File: config.mk
export PLATFORM = sky130hd
export DESIGN_NAME = multdiv_ctrl
export DESIGN_NICKNAME = d
export VERILOG_FILES = /design/src/rtl/multdiv_ctrl_pkg.sv /design/src/rtl/md_timeout_counter.sv /design/src/rtl/multdiv_ctrl.sv
export SDC_FILE = /design/constraint.sdc
export NUM_CORES = 1
export LEC_CHECK = 0
export CAP_MARGIN = 20
export CORE_MARGIN = 3
export CORE_UTILIZATION = 40
export DETAILED_ROUTE_END_ITERATION = 6
export GPL_ROUTABILITY_DRIVEN = 0
export PLACE_DENSITY = 0.85
export SKIP_CTS_REPAIR_TIMING = 1
export SYNTH_ARGS = -nofsm -noshare
export SYNTH_HDL_FRONTEND = slang
export SYNTH_SLANG_ARGS = --single-unit
File: constraint.sdc
create_clock -name clock -period 3.5 [get_ports clock]
set_clock_uncertainty 0.1 [all_clocks]
set_input_delay 0.35 -clock clock [delete_from_list [all_inputs] [get_ports clock]]
set_output_delay 0.35 -clock clock [all_outputs]
set_load 0.01 [all_outputs]
File: src/rtl/multdiv_ctrl_pkg.sv
// Shared types and constants for the multdiv issue/writeback controller.
package multdiv_ctrl_pkg;

    localparam int unsigned DATA_W = 32;
    localparam int unsigned REG_W  = 5;

    localparam logic [REG_W-1:0] REG_ZERO = 5'd0;

    typedef enum logic {
        OP_MULT = 1'b0,
        OP_DIV  = 1'b1
    } op_e;

    typedef enum logic [2:0] {
        ST_IDLE  = 3'd0,
        ST_START = 3'd1,
        ST_WAIT  = 3'd2,
        ST_DONE  = 3'd3,
        ST_DRAIN = 3'd4
    } state_e;

endpackage

File: src/rtl/md_timeout_counter.sv
// Cycle counter bounding how long the controller waits on multdiv.
module md_timeout_counter
    import multdiv_ctrl_pkg::*;
#(
    parameter int unsigned TIMEOUT_CYCLES = 64,
    parameter int unsigned CNT_W          = 7
) (
    input  logic clock,
    input  logic reset,
    input  logic clear,
    input  logic enable,
    output logic at_limit_c
);

    localparam logic [CNT_W-1:0] LAST = CNT_W'(TIMEOUT_CYCLES - 1);

    logic [CNT_W-1:0] count;

    // Count up while enabled; hold at the limit so the flag stays asserted.
    always_ff @(posedge clock) begin
        if (reset) begin
            count <= '0;
        end else if (clear) begin
            count <= '0;
        end else if (enable && !at_limit_c) begin
            count <= count + CNT_W'(1);
        end
    end

    assign at_limit_c = (count == LAST);

endmodule

File: src/rtl/multdiv_ctrl.sv
// Issue/writeback controller sitting between execute and the iterative multdiv unit.
module multdiv_ctrl
    import multdiv_ctrl_pkg::*;
#(
    parameter int unsigned TIMEOUT_CYCLES = 64,
    parameter int unsigned CNT_W          = 7
) (
    input  logic              clock,
    input  logic              reset,
    input  logic              issue_valid,
    input  logic              issue_op,
    input  logic [DATA_W-1:0] issue_a,
    input  logic [DATA_W-1:0] issue_b,
    input  logic [REG_W-1:0]  issue_rd,
    output logic              issue_ready,
    input  logic              flush,
    input  logic [REG_W-1:0]  dep_rs1,
    input  logic [REG_W-1:0]  dep_rs2,
    output logic              dep_hazard,
    output logic              stall,
    output logic [DATA_W-1:0] md_operandA,
    output logic [DATA_W-1:0] md_operandB,
    output logic              md_ctrl_MULT,
    output logic              md_ctrl_DIV,
    input  logic [DATA_W-1:0] md_result,
    input  logic              md_exception,
    input  logic              md_resultRDY,
    output logic              wb_valid,
    output logic [REG_W-1:0]  wb_rd,
    output logic [DATA_W-1:0] wb_data,
    output logic              wb_exception,
    input  logic              wb_ack
);

    state_e             state;
    op_e                op_q;
    logic [REG_W-1:0]   rd_q;
    logic [DATA_W-1:0]  data_q;
    logic               exc_q;
    logic               cnt_clear;
    logic               cnt_enable;
    logic               cnt_last_c;
    logic               pending;

    assign cnt_clear  = (state == ST_START);
    assign cnt_enable = (state == ST_WAIT) || (state == ST_DRAIN);

    md_timeout_counter #(
        .TIMEOUT_CYCLES (TIMEOUT_CYCLES),
        .CNT_W          (CNT_W)
    ) u_timeout (
        .clock      (clock),
        .reset      (reset),
        .clear      (cnt_clear),
        .enable     (cnt_enable),
        .at_limit_c (cnt_last_c)
    );

    // Controller FSM with the held operand, destination and result registers.
    always_ff @(posedge clock) begin
        if (reset) begin
            state       <= ST_IDLE;
            op_q        <= OP_MULT;
            rd_q        <= REG_ZERO;
            md_operandA <= '0;
            md_operandB <= '0;
            data_q      <= '0;
            exc_q       <= 1'b0;
        end else begin
            case (state)
                ST_IDLE: begin
                    if (issue_valid && !flush) begin
                        md_operandA <= issue_a;
                        md_operandB <= issue_b;
                        op_q        <= op_e'(issue_op);
                        rd_q        <= issue_rd;
                        // Divide-by-zero is trapped here; multdiv is never started.
                        if (op_e'(issue_op) == OP_DIV && issue_b == '0) begin
                            data_q <= '0;
                            exc_q  <= 1'b1;
                            state  <= ST_DONE;
                        end else begin
                            state  <= ST_START;
                        end
                    end
                end
                ST_START: begin
                    // Any ready seen here belongs to the previous op.
                    state <= flush ? ST_DRAIN : ST_WAIT;
                end
                ST_WAIT: begin
                    if (flush) begin
                        // A result landing with the flush already ends the op; nothing to drain.
                        state <= md_resultRDY ? ST_IDLE : ST_DRAIN;
                    end else if (md_resultRDY) begin
                        data_q <= md_result;
                        exc_q  <= md_exception;
                        state  <= ST_DONE;
                    end else if (cnt_last_c) begin
                        data_q <= '0;
                        exc_q  <= 1'b1;
                        state  <= ST_DONE;
                    end
                end
                ST_DONE: begin
                    if (flush || wb_ack) begin
                        state <= ST_IDLE;
                    end
                end
                ST_DRAIN: begin
                    if (md_resultRDY || cnt_last_c) begin
                        state <= ST_IDLE;
                    end
                end
                default: state <= ST_IDLE;
            endcase
        end
    end

    assign issue_ready  = (state == ST_IDLE);
    assign md_ctrl_MULT = (state == ST_START) && (op_q == OP_MULT);
    assign md_ctrl_DIV  = (state == ST_START) && (op_q == OP_DIV);
    assign wb_valid     = (state == ST_DONE);
    assign wb_rd        = rd_q;
    assign wb_data      = data_q;
    assign wb_exception = exc_q;

    assign pending    = (state == ST_START) || (state == ST_WAIT) || (state == ST_DONE);
    assign dep_hazard = pending && (rd_q != REG_ZERO) && ((dep_rs1 == rd_q) || (dep_rs2 == rd_q));
    assign stall      = (issue_valid && !issue_ready) || dep_hazard;

endmodule

==> flow_metrics.tcl <==
set metrics [dict create \
    place_area_mm2 0.006586 \
    critical_path.top_delay_family "buffers and inverters" \
    clk_pin_slew_ns 0.06 \
    syn_to_final_growth_pct 70.12 \
    final_cell_mix "225 x clkdlybuf4s50_1, 148 x nand2_1, 113 x dfxtp_1" \
    cts-htree-levels 4 \
    initial_core_util_pct 42.14 \
    final_cell_area_mm2 0.007201 \
    root_buffer "clkbuf_8" \
    via_count 4295 \
    worstMarginPinSlew_ns 0.9167 \
    synth_area_leaders "dfxtp_1 53%, nand2_1 13%, a21oi_1 8.4%" \
    crit_path_top_delay_cell "clkdlybuf4s50_1" \
    die_h_um 108.9 \
    die_area_mm2 0.01185 \
    hold_class "primary input to flip-flop" \
    grt_first_pass_wirelength_um 21230 \
    use_met3_pct 12.55 \
    core_mm2 0.01004 \
    drive_above_1_share_pct 6.259 \
    period_share_pct 89.04 \
    cts_tree "done" \
    overflow 0 \
    drv_cap 0 \
    cts.path.max_buffers 2 \
    path_cells "xor2_1 > nor3_1 > nand3_1 > a2111oi_0 > buf_4 > o21bai_1 > clkdlybuf4s50_1" \
    yosysWarnings 0 \
    endpoint_kind "primary output" \
    reg2reg_depth 6 \
    ant_nets 0 \
    num_io_pins 227 \
    cts_buffers 17 \
    tns_ns 0 \
    p_leak_uw 0.002619 \
    slew_viol_final 0 \
    seq_area_frac_synth_pct 53.44 \
    crit_type "flip-flop to primary output" \
    drt_pass1_iterations 4 \
    routed_via_density 5.041 \
    diodes 0 \
    startpoint_type "flip-flop" \
    ys_ff_latch 113 \
    netlist_area_mm2 0.004233 \
    cp.arrival_ns 2.67 \
    drt_first_iter_violations 212 \
    drt_wl_total_um 13570 \
    wl_per_cell_um 15.93 \
    synth_ff_type "dfxtp_1" \
    critical_path_peak_fanout 5 \
    die_x_um 108.9 \
    nets 827 \
    io_buffers 226 \
    max_freq_mhz 320.9 \
    clock_latency_ns 0.51 \
    hold_depth 3 \
    reg2reg_to "wb_data[17]" \
    place_hpwl_um 9852 \
    rows 36 \
    worstSetupPathDepth 7 \
    synthDominantCellAreaShare_pct 53.44 \
    p_per_area_mw_per_mm2 609.5 \
    hold_viol 0 \
    max_slew_margin_pct 38.55 \
    min_from "issue_a[31]" \
    synthCells 487 \
    grt_setup_unrepaired "false" \
    grt_max_degree 49 \
    grt-busiest-layer "met2" \
    syn_nets 607 \
    gr-usage-met2_pct 37.94 \
    final_common_cell "clkdlybuf4s50_1" \
    synth_edf_count 0 \
    avgSynthCellArea_um2 8.692 \
    cp.required_ns 3.05 \
    ir_drop_v 0.0004814 \
    met1_usage_pct 25.71 \
    final-setup-viol-count 0 \
    fin_crit_ns 3.116 \
    synth.largest_area_cell "dfxtp_1" \
    outcome "complete, no violations" \
    rrSetupSlack_ns 0.72 \
    cts_sinks 113 \
    antenna_found_initial 0 \
    synth_cell_type_count 39 \
    max_stage_delay_ns 0.57 \
    drc 0 \
    min_to "md_operandA[31]" \
    cp_num_buf_inv 2 \
    grtUsageTotal_pct 23.16 \
    ys_async_sr_fraction_pct 0 \
    grt_pass1_vias 4280 \
    r2r-start "state[1]" \
]
where the power goes:
group	switching, µW	total [µW]	internal [µW]
sequential	128	1550	1420
clock	610	1780	1170
combinational	528	1060	534
cells in the mapped netlist, types with 2 or more instances:
cell,n
nand2_1,149
a21oi_1,71
mux2i_1,2
xor2_1,10
nor3_1,7
clkbuf_1,28
a211oi_1,3
and3_1,3
a22o_1,32
o21ai_0,4
nand2b_1,4
nand3_1,2
and2_1,2
nor2b_1,2
xnor2_1,6
nor4_1,6
dfxtp_1,113
nor4b_1,2
nand4_1,3
a2111oi_0,2
buf_6,3
nor2_1,14
inv_1,3
layout make-up:
cell class / count / area (µm²)
Tap cell: 133 / 166.4
Fill cell: 688 / 2844
Clock inverter: 13 / 186.4
Sequential cell: 113 / 2262
Timing Repair Buffer: 233 / 2322
Clock buffer: 18 / 427.9
Multi-Input combinational cell: 339 / 1824
Inverter: 3 / 11.26
stage by stage:
step                cells  utilization, %  power (µW)  worst slack, ns  hold slack [ns]
floorplan             487               -        2086            1.223           0.3327
global placement      821           65.57        2596           0.5381           0.3409
detailed placement    821           65.57        2627           0.4774           0.3492
CTS                   852           71.69        4420           0.3407           0.2562
global route          852           71.69        4596           0.2173           0.2776
finish                852           71.69        4389           0.3835           0.2819
sequential cells by signal, indices dropped and copies added, names as in the netlist:
signal,flops
md_operandA,32
wb_data,32
state,3
md_operandB,32
wb_exception,1
op_q,1
u_timeout.count,7
wb_rd,5
worst min-delay path, delay by kind of cell:
family | cells | cell delay (ns)
AND/OR/NAND/NOR | 1 | 0.05
buffers and inverters | 1 | 0.40
AO/OA/AOI/OAI | 1 | 0.05
cells by family after synthesis:
kind of cell | share of synthesized area (%)
buf+inv | 3.665
mux | 0.4730
flops | 53.44
simple gates | 20.31
fa+ha+maj | 0.2955
compound gates | 18.50
xor+xnor | 3.311
how the worst max path moves through the flow:
stage,start,to,slack [ns]
floorplan,wb_rd[3],stall,1.22
global placement,dep_rs2[3],stall,0.54
detailed placement,issue_b[31],wb_data[20],0.48
CTS,wb_rd[3],stall,0.34
global route,wb_rd[3],stall,0.22
finish,wb_rd[3],stall,0.38
metal layers:
| metal | up-vias | share of wire [%] |
|---|---|---|
| met5 | - | 0 |
| met4 | 0 | 0.88 |
| met3 | 11 | 11 |
| met2 | 176 | 50 |
| met1 | 1993 | 38 |
| li1 | 2115 | - |
(Power assumes the default switching activity.)
